## config.mk

```make
export PLATFORM = sky130hd
export DESIGN_NAME = scalar_mult_ctrl
export DESIGN_NICKNAME = d
export VERILOG_FILES = /design/src/rtl/scalar_mult_ctrl.sv
export SDC_FILE = /design/constraint.sdc
export NUM_CORES = 1
export LEC_CHECK = 0
export ABC_CLOCK_PERIOD_IN_PS = 1800
export CAP_MARGIN = 20
export CORE_ASPECT_RATIO = 1.4
export CORE_MARGIN = 2
export CORE_UTILIZATION = 49
export CTS_CLUSTER_SIZE = 30
export DETAILED_ROUTE_END_ITERATION = 12
export PLACE_DENSITY_LB_ADDON = 0.12
export SLEW_MARGIN = 0
export SYNTH_ARGS = -nofsm -noshare
export SYNTH_HDL_FRONTEND = slang
export SYNTH_SLANG_ARGS = --single-unit
```

## constraint.sdc

```tcl
create_clock -name i_clk -period 1.8 [get_ports i_clk]
set_input_delay 0.36 -clock i_clk [delete_from_list [all_inputs] [get_ports i_clk]]
set_output_delay 0.36 -clock i_clk [all_outputs]
set_load 0.02 [all_outputs]
```

## src/rtl/scalar_mult_ctrl.sv

```systemverilog
// Left-to-right double-and-add sequencer for a 32-bit scalar, MSB first.
// Optional macro DUMMY_ADD_EN issues discarded additions on zero bits for uniform timing.
module scalar_mult_ctrl (
    input  logic       i_clk,
    input  logic       i_rst_n,
    input  logic       i_start,
    input  logic       i_key_bit,
    output logic       o_bit_req,
    input  logic       i_bit_ack,
    output logic       o_dbl_start,
    output logic       o_add_start,
    output logic       o_dummy,
    output logic       o_load,
    input  logic       i_op_done,
    output logic       o_busy,
    output logic       o_done,
    output logic       o_q_inf,
    output logic [5:0] o_bit_cnt
);

    localparam int unsigned CNT_W = 6;
    localparam logic [CNT_W-1:0] LAST_IDX = CNT_W'(31);

    typedef enum logic [3:0] {
        S_IDLE, S_LATCH, S_DBL, S_WAIT_DBL, S_ADD,
        S_WAIT_ADD, S_NEXT, S_WAIT_ACK, S_FINISH
    } state_t;

    state_t           r_state;
    logic             r_bit;
    logic             r_q_inf;
    logic [CNT_W-1:0] r_bit_cnt;
    logic             r_busy;
    logic             r_done;
    logic             r_bit_req;
    logic             r_dbl_start;
    logic             r_add_start;
    logic             r_load;
`ifdef DUMMY_ADD_EN
    logic             r_dummy;
`endif

    // Sequencer: every pulse output defaults low and is raised for exactly one cycle.
    always_ff @(posedge i_clk or negedge i_rst_n) begin
        if (!i_rst_n) begin
            r_state     <= S_IDLE;
            r_bit       <= 1'b0;
            r_q_inf     <= 1'b1;
            r_bit_cnt   <= '0;
            r_busy      <= 1'b0;
            r_done      <= 1'b0;
            r_bit_req   <= 1'b0;
            r_dbl_start <= 1'b0;
            r_add_start <= 1'b0;
            r_load      <= 1'b0;
`ifdef DUMMY_ADD_EN
            r_dummy     <= 1'b0;
`endif
        end else begin
            r_done      <= 1'b0;
            r_bit_req   <= 1'b0;
            r_dbl_start <= 1'b0;
            r_add_start <= 1'b0;
            r_load      <= 1'b0;
`ifdef DUMMY_ADD_EN
            r_dummy     <= 1'b0;
`endif
            case (r_state)
                S_IDLE: begin
                    if (i_start) begin
                        r_q_inf   <= 1'b1;
                        r_bit_cnt <= '0;
                        r_busy    <= 1'b1;
                        r_state   <= S_LATCH;
                    end
                end
                S_LATCH: begin
                    r_bit   <= i_key_bit;
                    r_state <= r_q_inf ? S_ADD : S_DBL;
                end
                S_DBL: begin
                    r_dbl_start <= 1'b1;
                    r_state     <= S_WAIT_DBL;
                end
                S_WAIT_DBL: begin
                    if (i_op_done) r_state <= S_ADD;
                end
                S_ADD: begin
                    if (r_q_inf) begin
                        // Q is infinity: a set bit just copies P, no arithmetic needed.
                        if (r_bit) begin
                            r_load  <= 1'b1;
                            r_q_inf <= 1'b0;
                        end
                        r_state <= S_NEXT;
                    end else if (r_bit) begin
                        r_add_start <= 1'b1;
                        r_state     <= S_WAIT_ADD;
                    end else begin
`ifdef DUMMY_ADD_EN
                        r_add_start <= 1'b1;
                        r_dummy     <= 1'b1;
                        r_state     <= S_WAIT_ADD;
`else
                        r_state     <= S_NEXT;
`endif
                    end
                end
                S_WAIT_ADD: begin
                    if (i_op_done) r_state <= S_NEXT;
                end
                S_NEXT: begin
                    r_bit_cnt <= r_bit_cnt + CNT_W'(1);
                    if (r_bit_cnt == LAST_IDX) begin
                        r_state <= S_FINISH;
                    end else begin
                        r_bit_req <= 1'b1;
                        r_state   <= S_WAIT_ACK;
                    end
                end
                S_WAIT_ACK: begin
                    if (i_bit_ack) begin
                        r_bit   <= i_key_bit;
                        r_state <= r_q_inf ? S_ADD : S_DBL;
                    end
                end
                S_FINISH: begin
                    r_done  <= 1'b1;
                    r_busy  <= 1'b0;
                    r_state <= S_IDLE;
                end
                default: r_state <= S_IDLE;
            endcase
        end
    end

    assign o_bit_req   = r_bit_req;
    assign o_dbl_start = r_dbl_start;
    assign o_add_start = r_add_start;
    assign o_load      = r_load;
    assign o_busy      = r_busy;
    assign o_done      = r_done;
    assign o_q_inf     = r_q_inf;
    assign o_bit_cnt   = r_bit_cnt;
`ifdef DUMMY_ADD_EN
    assign o_dummy     = r_dummy;
`else
    assign o_dummy     = 1'b0;
`endif

endmodule

```

Word-level counts from Yosys, hierarchy flattened
Index checks and enable logic that the tools add are counted.

cells by class
  equal/unequal tests = 13
  reductions and logical operators = 10
  add/sub/neg operators = 1
  multiplexer cells = 27

operators with widths
  kind                                                 count
  one-hot mux 4 bit (8 select lines)                   1
  2-to-1 mux 4 bit                                     5
  equality test 4 x 3 -> 1 bit, second input constant  4
  2-to-1 mux 1 bit                                     13
  one-hot mux 6 bit (2 select lines)                   1
  equality test 4 x 2 -> 1 bit, second input constant  2
  != test 2 bit, second input constant                 4
  AND reduction 2 bit                                  4
  nonzero test 2 bit                                   4
  adder 6 x 1 -> 6 bit, second input constant          1
  equality test 6 x 5 -> 1 bit, second input constant  1
  2-to-1 mux 6 bit                                     1
  one-hot mux 1 bit (2 select lines)                   3
  equality test 4 x 1 -> 1 bit, second input constant  1
  equality test 4 bit, second input constant           1
  logical NOT 4 bit                                    1
  2-to-1 mux 2 bit                                     2
  AND reduction 4 bit                                  1
  2-to-1 mux 3 bit                                     1

storage, ports and cells
  input port bits = 6
  register bits = 18

Depth between registers and ports, before layout
  depth in word-level cells = 3
  mapped depth = 6
  gate-level depth less buffers = 5

Worst setup path after synthesis
OpenSTA, ideal clock, no wires.

  path type = flip-flop to flip-flop
  start point = reg r_bit_cnt[0] (netlist: o_bit_cnt[0])
  end point = reg r_state[1]
  path buffers = 0
  slack = 0.216 ns
  stages on the path, launching flop included = 6
  library setup time = 0.127 ns
  arrival = 1.457 ns
  required time = 1.673 ns
  cells stage by stage = dfrtp_1 ha_1 and3b_1 a31oi_2 a2111oi_2 o31ai_2

between the ends
  cells in the longest elaborated chain, start to end = 3

ends and longest elaborated chain
  element                             line  text
  start, declared                     32    logic [CNT_W-1:0] r_bit_cnt;
  start signal, assigned              113   r_bit_cnt <= r_bit_cnt + CNT_W'(1);
  equality test 6 x 5 -> 1 bit        114   if (r_bit_cnt == LAST_IDX) begin
  2-to-1 mux 4 bit                    114
  one-hot mux 4 bit (8 select lines)  68    case (r_state)
  end signal, assigned                79    r_state <= r_q_inf ? S_ADD : S_DBL;
  end signal, assigned                124   r_state <= r_q_inf ? S_ADD : S_DBL;
  end, declared                       29    state_t r_state;

No other way between the ends.
A chain may end at the register's enable or synchronous reset.

Worst setup path in the final report
  start point = reg r_bit_cnt[0] (netlist: o_bit_cnt[0])
  end point = out o_bit_cnt[0]

RTL lines
  element        line  text
  end, declared  18    output logic [5:0] o_bit_cnt

No word-level cell between the ends.

==> results.yml <==
outcome:
  status: "completed"
clock_network:
  cts.sinks: 18
  cts_tree: "built"
  ctsLongestPathBuffers: 2
  clk_pin_slew_ns: 0.10
  postCtsHoldBufs: 0
  clk_latency_ns: 0.29
  cts-root-buf: "clkbuf_4"
  cts_made_buffers: 3
  htreeDepth: 1
timing:
  fin_crit_sh_pct: 97.6
  fin_worst_skew_ns: 0.00255
  rsz0062_at_grt: "no"
  clock.fmax_mhz: 569
  period_needed_ns: 1.76
  drv_slew: 0
  setup_tns_ns: 0
  max_slew_margin_pct: 65.6
  setup_violations: 0
  hold_ws_ns: 0.390
  tightest_slew_ns: 0.515
  hold_viol_final: 0
grt:
  track_usage_pct: 19.9
  grt.busiest_layer: "met2"
  antenna_found_initial: 0
  gr-usage-met2_pct: 35.5
  grt-ovfl-total: 0
  grt_pass1_vias: 850
  grt_max_degree: 19
  gr-usage-met1_pct: 23.4
  met3_usage_pct: 2.57
  grt_pass1_wl_mm: 3.65
setup_path:
  worstSetupEndpointType: "primary output"
  start_kind: "flop"
  required_ns: 1.44
  crit_type: "reg2out"
  worstPathArrival_ns: 1.40
  path_max_fanout: 5
synthesis:
  ys_ff_latch: 18
  ys_seq_area_share_pct: 46.8
  synth.distinct_cells: 33
  yosysTopAreaCell: "dfrtp_1"
  synth_top_area_share_pct: 44.1
  synth_area_leaders: "dfrtp_1 44%, o21ai_0 4.7%, nand3_1 3.6%"
  synth-edff-count: 0
  synth_nets: 106
  ys_async_sr_fraction_pct: 100
  synth_area_per_cell_sq_um: 9.74
  synthCells: 99
  ys.flop_type: "dfrtp_1"
  yosysWarnings: 0
  syn_area_sq_um: 965
power:
  p_leak_nw: 0.524
  power.density_nw_per_um2: 1570
  ir_worst_vdd_uv: 1030
floorplanning:
  core_area_sq_um: 1900
  start_util_pct: 50.7
  dieArea_sq_um: 2340
  row_count: 19
  die_y_microns: 56.5
  die-width_microns: 41.5
  pin_count: 20
route:
  avgViaCountPerCell: 5.68
  routed_wl_mm: 2.07
  wl_per_cell_microns: 14.6
  vias: 807
  drt-initial-drc-count: 18
  ant_nets: 0
  drt_first_pass_iters: 4
  drcViolationCount: 0
cells_and_area:
  syn_to_final_growth_pct: 26.1
  drive_above_1_share_pct: 15.7
  final_cell_mix: "17 x clkdlybuf4s50_1, 17 x dfrtp_1, 9 x o21ai_0, 9 x nand2_1, 8 x nor2_1"
  diodes: 0
  nets: 129
place:
  place_congestion: 0.821
  hpwl_mm: 1.55
  port_buffers: 18
job:
  cap_violations: 0
worst_hold_path:
  hp-class: "in2async"
## worst max-delay path, stage by stage, from the launching register on
cell	delay [ns]
dfrtp_1	0.37
buf_4	0.14
clkdlybuf4s50_1	0.60
## what timing repair did
item / in CTS / in global routing
buffers inserted: 0 / 0
setup endpoints to repair: 1 / 0
hold endpoints to repair: 0 / 0
resized for setup: 1 / 0
## final timing paths
kind	depth (start not counted)	slack [ns]	start	endpoint
max	2	0.04	o_bit_cnt[0]$_DFFE_PN0P_	o_bit_cnt[0]
min in group i_clk	2	0.51	o_q_inf$_DFFE_PN1P_	o_q_inf$_DFFE_PN1P_
max in group asynchronous	2	1.16	i_rst_n	o_q_inf$_DFFE_PN1P_
min	2	0.39	i_rst_n	o_load$_DFF_PN0_
max reg2reg	4	0.19	r_state[1]$_DFFE_PN0P_	o_bit_cnt[5]$_DFFE_PN0P_
min reg2reg	2	0.51	o_q_inf$_DFFE_PN1P_	o_q_inf$_DFFE_PN1P_
## layout make-up
class                      count  area, sq um
fill                         176          686
sequential                    18          452
clock buffer                   4         36.3
timing repair buffer          24          224
inverter                       4         15.0
tap                           21         26.3
multi-input combinational     71          463
## power breakdown
| group | total [mW] | switching, mW | internal, mW |
|---|---|---|---|
| logic | 0.946 | 0.501 | 0.445 |
| clock network | 0.247 | 0.124 | 0.123 |
| registers | 0.717 | 0.186 | 0.531 |
## flip-flops by register name, indices dropped and copies added, names as in the netlist
register,flops
o_done,1
o_bit_cnt,6
o_load,1
r_state,4
o_dbl_start,1
o_busy,1
r_bit,1
o_bit_req,1
o_q_inf,1
o_add_start,1
## per-stage QoR
| step | std cells | total power, mW | util (%) | worst slack [ns] | cell area (sq um) |
|---|---|---|---|---|---|
| 2_1_floorplan | 99 | 1.36 | - | 0.216 | 965 |
| 3_3_place_gp | 138 | 1.66 | 62.1 | 0.187 | 1180 |
| 3_5_place_dp | 138 | 1.68 | 62.1 | 0.109 | 1180 |
| 4_1_cts | 142 | 1.93 | 63.9 | 0.0412 | 1220 |
| 5_1_grt | 142 | 2.06 | 63.9 | 0.00876 | 1220 |
| 6_report | 142 | 1.91 | 63.9 | 0.0425 | 1220 |
## Yosys cell counts, drive strengths merged, types with 2 or more instances
master and instances:
and2 2, mux2i 2, a21oi 4, nand4 4
buf 6, o31ai 2, o21ai 10, inv 4
nor2 8, o211ai 2, nand2b 3, nand3 7
nor3 3, nand2 9, a31oi 4, dfrtp 17
## per-layer routing
metal | wire (microns) | part of all wire [%] | vias to the layer above
met4 | 16 | 0.77 | 0
met1 | 877 | 42 | 383
met3 | 66 | 3.2 | 2
met2 | 1110 | 54 | 18
li1 | - | - | 404
met5 | 0 | 0 | -
## cells by family (layout without fill, tap and decap cells)
group                      after synthesis  count (layout)  synth area share, %
AOI/OAI and AO/OA                       25              25                 19.1
xor gates and xnor gates                 1               1                0.908
adders and majority gates                1               1                 1.30
buffers and inverters                   10              32                 5.19
DFF                                     18              18                 46.8
muxes                                    2               2                 2.08
other                                    1               1                0.389
and+or+nand+nor                         41              41                 24.3
Power figures use the tool's default switching activity.
